## src/rtl/imu_pkg.sv

```systemverilog
// Shared types and constants for the IMU interface: FSM state encoding,
// the fixed SPI command words, and the saturating offset subtraction used
// when the yaw offset build option (IMU_YAW_OFFSET_EN) is enabled.
package imu_pkg;

   typedef enum logic [2:0] {
      RST_WAIT,
      CFG1,
      CFG2,
      CFG3,
      IDLE,
      RD_L,
      RD_H
   } imu_state_t;

   localparam logic [15:0] CMD_CFG1 = 16'h0D02;
   localparam logic [15:0] CMD_CFG2 = 16'h1160;
   localparam logic [15:0] CMD_CFG3 = 16'h1440;
   localparam logic [15:0] CMD_RD_L = 16'hA600;
   localparam logic [15:0] CMD_RD_H = 16'hA700;

`ifdef IMU_YAW_OFFSET_EN
   // raw - off in 17 bits; bits 16 and 15 disagree only on overflow
   function automatic logic [15:0] sat_sub(input logic [15:0] raw,
                                           input logic [15:0] off);
      logic [16:0] diff;
      diff = {raw[15], raw} - {off[15], off};
      if (diff[16] != diff[15]) begin
         sat_sub = diff[16] ? 16'h8000 : 16'h7FFF;
      end else begin
         sat_sub = diff[15:0];
      end
   endfunction
`endif

endpackage

```

## src/rtl/imu_int_sync.sv

```systemverilog
// Brings the sensor data-ready line into the clk domain through two flops
// and flags a rising edge of the synchronized level with a third flop.
module imu_int_sync (
   input  logic clk,
   input  logic rst_n,
   input  logic int_async,
   output logic int_rise
);

   logic sync1;
   logic sync2;
   logic sync3;

   // Two-stage synchronizer followed by one history flop for edge detection
   always_ff @(posedge clk or negedge rst_n) begin
      if (!rst_n) begin
         sync1 <= 1'b0;
         sync2 <= 1'b0;
         sync3 <= 1'b0;
      end else begin
         sync1 <= int_async;
         sync2 <= sync1;
         sync3 <= sync2;
      end
   end

   assign int_rise = sync2 & ~sync3;

endmodule

```

## src/rtl/imu_intf.sv

```systemverilog
// IMU SPI front end: waits out sensor power-up, writes three configuration
// registers, then reads the 16-bit yaw rate (low byte then high byte) each
// time the sensor raises INT. Every SPI step advances only on a rising edge
// of done, so a done level left high from the previous transfer is ignored.
// Build option IMU_YAW_OFFSET_EN adds a yaw_off input that is subtracted
// (with saturation) from the raw reading before it appears on yaw_rt.
module imu_intf
   import imu_pkg::*;
#(
   parameter int RST_WAIT_W = 16
) (
   input  logic        clk,
   input  logic        rst_n,
   input  logic        INT,
   input  logic        done,
   input  logic [7:0]  inert_data,
`ifdef IMU_YAW_OFFSET_EN
   input  logic [15:0] yaw_off,
`endif
   output logic        wrt,
   output logic [15:0] cmd,
   output logic [15:0] yaw_rt,
   output logic        vld,
   output logic        init_cmplt
);

   imu_state_t            state;
   imu_state_t            state_nxt;
   logic [RST_WAIT_W-1:0] wait_cnt;
   logic                  done_q;
   logic                  done_rise;
   logic                  int_rise;
   logic                  pending;
   logic [7:0]            low_byte;
   logic [15:0]           yaw_calc;
   logic                  start;
   logic [15:0]           cmd_nxt;
   logic                  lat_lo;
   logic                  lat_hi;
   logic                  set_init;

   imu_int_sync u_int_sync (
      .clk       (clk),
      .rst_n     (rst_n),
      .int_async (INT),
      .int_rise  (int_rise)
   );

   assign done_rise = done & ~done_q;

`ifdef IMU_YAW_OFFSET_EN
   assign yaw_calc = sat_sub({inert_data, low_byte}, yaw_off);
`else
   assign yaw_calc = {inert_data, low_byte};
`endif

   // State register
   always_ff @(posedge clk or negedge rst_n) begin
      if (!rst_n) begin
         state <= RST_WAIT;
      end else begin
         state <= state_nxt;
      end
   end

   // Next state plus the one-cycle strobes that launch commands and capture data
   always_comb begin
      state_nxt = state;
      start     = 1'b0;
      cmd_nxt   = cmd;
      lat_lo    = 1'b0;
      lat_hi    = 1'b0;
      set_init  = 1'b0;
      case (state)
         RST_WAIT: begin
            if (&wait_cnt) begin
               state_nxt = CFG1;
               start     = 1'b1;
               cmd_nxt   = CMD_CFG1;
            end
         end
         CFG1: begin
            if (done_rise) begin
               state_nxt = CFG2;
               start     = 1'b1;
               cmd_nxt   = CMD_CFG2;
            end
         end
         CFG2: begin
            if (done_rise) begin
               state_nxt = CFG3;
               start     = 1'b1;
               cmd_nxt   = CMD_CFG3;
            end
         end
         CFG3: begin
            if (done_rise) begin
               state_nxt = IDLE;
               set_init  = 1'b1;
            end
         end
         IDLE: begin
            if (int_rise || pending) begin
               state_nxt = RD_L;
               start     = 1'b1;
               cmd_nxt   = CMD_RD_L;
            end
         end
         RD_L: begin
            if (done_rise) begin
               state_nxt = RD_H;
               start     = 1'b1;
               cmd_nxt   = CMD_RD_H;
               lat_lo    = 1'b1;
            end
         end
         RD_H: begin
            if (done_rise) begin
               state_nxt = IDLE;
               lat_hi    = 1'b1;
            end
         end
         default: begin
            state_nxt = RST_WAIT;
         end
      endcase
   end

   // Power-up wait counter, only running while in RST_WAIT
   always_ff @(posedge clk or negedge rst_n) begin
      if (!rst_n) begin
         wait_cnt <= '0;
      end else if (state == RST_WAIT) begin
         wait_cnt <= wait_cnt + 1'b1;
      end
   end

   // Previous-cycle copy of done for rising-edge detection
   always_ff @(posedge clk or negedge rst_n) begin
      if (!rst_n) begin
         done_q <= 1'b0;
      end else begin
         done_q <= done;
      end
   end

   // One-deep memory of an INT edge that arrived while busy; consumed on entry to RD_L
   always_ff @(posedge clk or negedge rst_n) begin
      if (!rst_n) begin
         pending <= 1'b0;
      end else if (state == IDLE && state_nxt == RD_L) begin
         pending <= 1'b0;
      end else if (int_rise && init_cmplt && state != IDLE) begin
         pending <= 1'b1;
      end
   end

   // Registered outputs: command launch, byte capture, yaw update and init flag
   always_ff @(posedge clk or negedge rst_n) begin
      if (!rst_n) begin
         wrt        <= 1'b0;
         cmd        <= 16'h0000;
         low_byte   <= 8'h00;
         yaw_rt     <= 16'h0000;
         vld        <= 1'b0;
         init_cmplt <= 1'b0;
      end else begin
         wrt <= start;
         vld <= lat_hi;
         if (start) begin
            cmd <= cmd_nxt;
         end
         if (lat_lo) begin
            low_byte <= inert_data;
         end
         if (lat_hi) begin
            yaw_rt <= yaw_calc;
         end
         if (set_init) begin
            init_cmplt <= 1'b1;
         end
      end
   end

endmodule

```

## config.mk

```make
export PLATFORM = sky130hd
export DESIGN_NAME = imu_intf
export DESIGN_NICKNAME = d
export VERILOG_FILES = /design/src/rtl/imu_pkg.sv /design/src/rtl/imu_int_sync.sv /design/src/rtl/imu_intf.sv
export SDC_FILE = /design/constraint.sdc
export NUM_CORES = 1
export LEC_CHECK = 0
export ABC_CLOCK_PERIOD_IN_PS = 5200
export CORE_AREA = 3 3 78 117
export DETAILED_ROUTE_END_ITERATION = 10
export DIE_AREA = 0 0 81 120
export PLACE_DENSITY = 0.55
export SLEW_MARGIN = 20
export SYNTH_ARGS = -nofsm -noshare
export SYNTH_HDL_FRONTEND = slang
export SYNTH_SLANG_ARGS = --single-unit
export TNS_END_PERCENT = 5
```

## constraint.sdc

```tcl
create_clock -name clk -period 5.2 [get_ports clk]
set_clock_uncertainty 0.2 [all_clocks]
set_input_delay 1.3 -clock clk [delete_from_list [all_inputs] [get_ports clk]]
set_output_delay 1.3 -clock clk [all_outputs]
set_load 0.1 [all_outputs]
```

==> impl_metrics.env <==
export IMPL_grt_max_degree=58
export IMPL_synth_top_family_by_area="simple AND/OR/NAND/NOR gates"
export IMPL_dp_worst_setup_slack_ps=1640
export IMPL_rows=41
export IMPL_cts_root_buf="clkbuf_16"
export IMPL_grt_pass1_wl_um=7410
export IMPL_finalHoldViolCount=0
export IMPL_area_growth_pct=30.5
export IMPL_synth_adder_area_share_pct=0.926
export IMPL_clk_pin_slew_worst_paths_ps=50
export IMPL_viasPerCell=4.27
export IMPL_fill_cells=860
export IMPL_drtAntennaViolNets=0
export IMPL_gp_congestion=0.672
export IMPL_cp_data_required_time_ps=3700
export IMPL_slowest_stage="clkdlybuf4s50_1"
export IMPL_multi_input_area_um2=888
export IMPL_crit_fanout=4
export IMPL_end_kind="output port"
export IMPL_netlist_area_um2=2430
export IMPL_path_class="reg -> out"
export IMPL_critPathLaunchType="flop"
export IMPL_period_share_pct=64.4
export IMPL_seq_area_um2=1430
export IMPL_layout_nets=240
export IMPL_via_count=1449
export IMPL_grt_setup_unrepaired="false"
export IMPL_seq_area_frac_synth_pct=58.7
export IMPL_numPortBuffers=40
export IMPL_die_w_um=81
export IMPL_fp_dieH_um=120
export IMPL_hold_class="reg -> reg"
export IMPL_initial_core_util_pct=29.3
export IMPL_ys_types=34
export IMPL_slew_headroom_pct=34.3
export IMPL_drtPass1Iterations=4
export IMPL_setup_tns_final_ps=0
export IMPL_initialDrtViolationCount=40
export IMPL_path_delay_family="buffers and inverters"
export IMPL_yosys_area_share_simple_pct=13.2
export IMPL_cts_sinks=57
export IMPL_grt_pass1_vias=1535
export IMPL_wl_per_cell_um=12.9
export IMPL_drive_above_1_share_pct=23.3
export IMPL_cp_cell_sequence="clkdlybuf4s50_1"
export IMPL_fmax_mhz=299
export IMPL_pin_count=47
export IMPL_ys_ff_latch=57
export IMPL_period_needed_ps=3350
export IMPL_path_buf_inv=1
export IMPL_core_area_um2=8310
export IMPL_finalWorstSetupSlack_ps=1850
export IMPL_synthMuxAreaShare_pct=12.9
export IMPL_synth_compound_area_share_pct=2.78
export IMPL_track_usage_pct=10.1
export IMPL_htree_levels=3
export IMPL_cts_buffers=9
export IMPL_dieArea_um2=9720
export IMPL_worstPathArrival_ps=1850
export IMPL_place_hpwl_um=3040
export IMPL_gr_total_overflow=0
export IMPL_final_setup_viol_count=0
export IMPL_cts_hold_fix_buffers=0
export IMPL_maxCapViolCount=0
export IMPL_slowest_delay_ps=1150
export IMPL_cts_setup_buffers=0
export IMPL_drc_errors=0
export IMPL_syn_area_per_cell_um2=13.2
export IMPL_syn_inst=184
export IMPL_drt_wl_total_um=4360
export IMPL_antenna_found_initial=0
export IMPL_status="complete, no violations"
export IMPL_worst_slew_pin_slew_ps=982
export IMPL_cts_tree="yes"
export IMPL_clk_path_buf_depth=2
export IMPL_slew_viol_final=0
export IMPL_synth_xor_area_share_pct=5.76
export IMPL_cts_resized=0
export IMPL_yosys_warnings=0
export IMPL_antenna_cells=0
export IMPL_clk_latency_ps=320
state kept, by name, summed over array words and instances, names as in the netlist:
register and count:
pending 1, u_int_sync.sync1 1, wait_cnt 16, low_byte 8, cmd 6, u_int_sync.sync2 1, state 3, init_cmplt 1
wrt 1, u_int_sync.sync3 1, yaw_rt 16, vld 1, done_q 1
layer usage:
metal	GRT usage, %	part of all wire [%]	vias to the layer above
met2	16.1	51	38
met5	0	0	-
li1	-	-	695
met1	11.4	42	709
met3	3.83	5.5	7
met4	5.71	2.0	0
cells in the final DEF, fill, tap and decap left out, types with 2 or more instances in the layout:
cell type / n
a21o_1: 4
a21oi_1: 3
and3_1: 3
clkbuf_16: 9
clkbuf_8: 4
clkdlybuf4s50_1: 39
clkinv_2: 2
conb_1: 6
dfrtp_1: 57
inv_1: 7
mux2_2: 27
nand2_1: 10
nand3_1: 2
nand3b_1: 2
nand4_1: 6
nor2_1: 9
nor2b_1: 2
nor3_1: 3
nor4_4: 2
or2_2: 2
xnor2_1: 10
xor2_1: 6
final cells by class:
cell class                      count  area share (%)
Tap cell                          107            4.22
Multi-Input combinational cell    111            28.0
Clock inverter                      2           0.316
Sequential cell                    57            45.0
Inverter                            7           0.828
Timing Repair Buffer               41            12.7
Clock buffer                       14            8.95
path summary, 6_finish.rpt:
kind                                             from                    endpoint  slack (ps)  cells after the start
max                               cmd[13]$_DFFE_PN0P_                      cmd[9]        1850                      1
min in group asynchronous                       rst_n     wait_cnt[8]$_DFFE_PN0P_         910                      2
min reg2reg                u_int_sync.sync1$_DFF_PN0_  u_int_sync.sync2$_DFF_PN0_         150                      0
max in group asynchronous                       rst_n    wait_cnt[11]$_DFFE_PN0P_        3390                      2
max reg2reg                        state[1]$_DFF_PN0_       yaw_rt[3]$_DFFE_PN0P_        2790                      3
min                        u_int_sync.sync1$_DFF_PN0_  u_int_sync.sync2$_DFF_PN0_         150                      0
cell families (layout without fill, tap and decap cells):
family                   after synthesis  after routing
AO/OA/AOI/OAI                         10             10
XOR/XNOR                              16             16
adder cells (fa/ha/maj)                2              2
buffers and inverters                 21             64
flip-flops                            57             57
multiplexers                          28             28
other                                  1              6
AND/OR/NAND/NOR                       49             49
synthesized netlist by cell type (all sizes together):
master | n | area share, %
nor4 | 2 | 1.7
or3 | 1 | 0.46
ha | 1 | 0.51
nand3 | 2 | 0.41
a31oi | 1 | 0.26
nor3 | 4 | 1.3
conb | 1 | 0.15
nand2b | 1 | 0.26
a21o | 4 | 1.2
xnor2 | 10 | 3.6
mux2i | 1 | 0.41
maj3 | 1 | 0.41
dfrtp | 57 | 59
nor2 | 10 | 1.6
a211o | 1 | 0.36
nor3b | 2 | 1.1
nor2b | 3 | 1.1
mux2 | 27 | 13
and3 | 3 | 0.77
buf | 14 | 4.5
nand2 | 11 | 1.8
xor2 | 6 | 2.2
a21oi | 3 | 0.62
inv | 7 | 1.1
nand4 | 6 | 1.5
or2 | 2 | 0.51
nand3b | 2 | 0.62
a21boi | 1 | 0.31
stage by stage:
step / area, um^2 / utilization, % / instances / hold WS (ps)
after floorplan: 2450 / - / 189 / 131
after global placement: 2880 / 34.6 / 323 / 140
after detailed placement: 2880 / 34.6 / 323 / 136
after CTS: 3170 / 38.2 / 339 / 149
after global routing: 3170 / 38.2 / 339 / 158
final: 3170 / 38.2 / 339 / 147
Power is left out: the tool's default activity adds up to more than one toggle a clock period on the data nets, which glitch-free logic cannot reach.
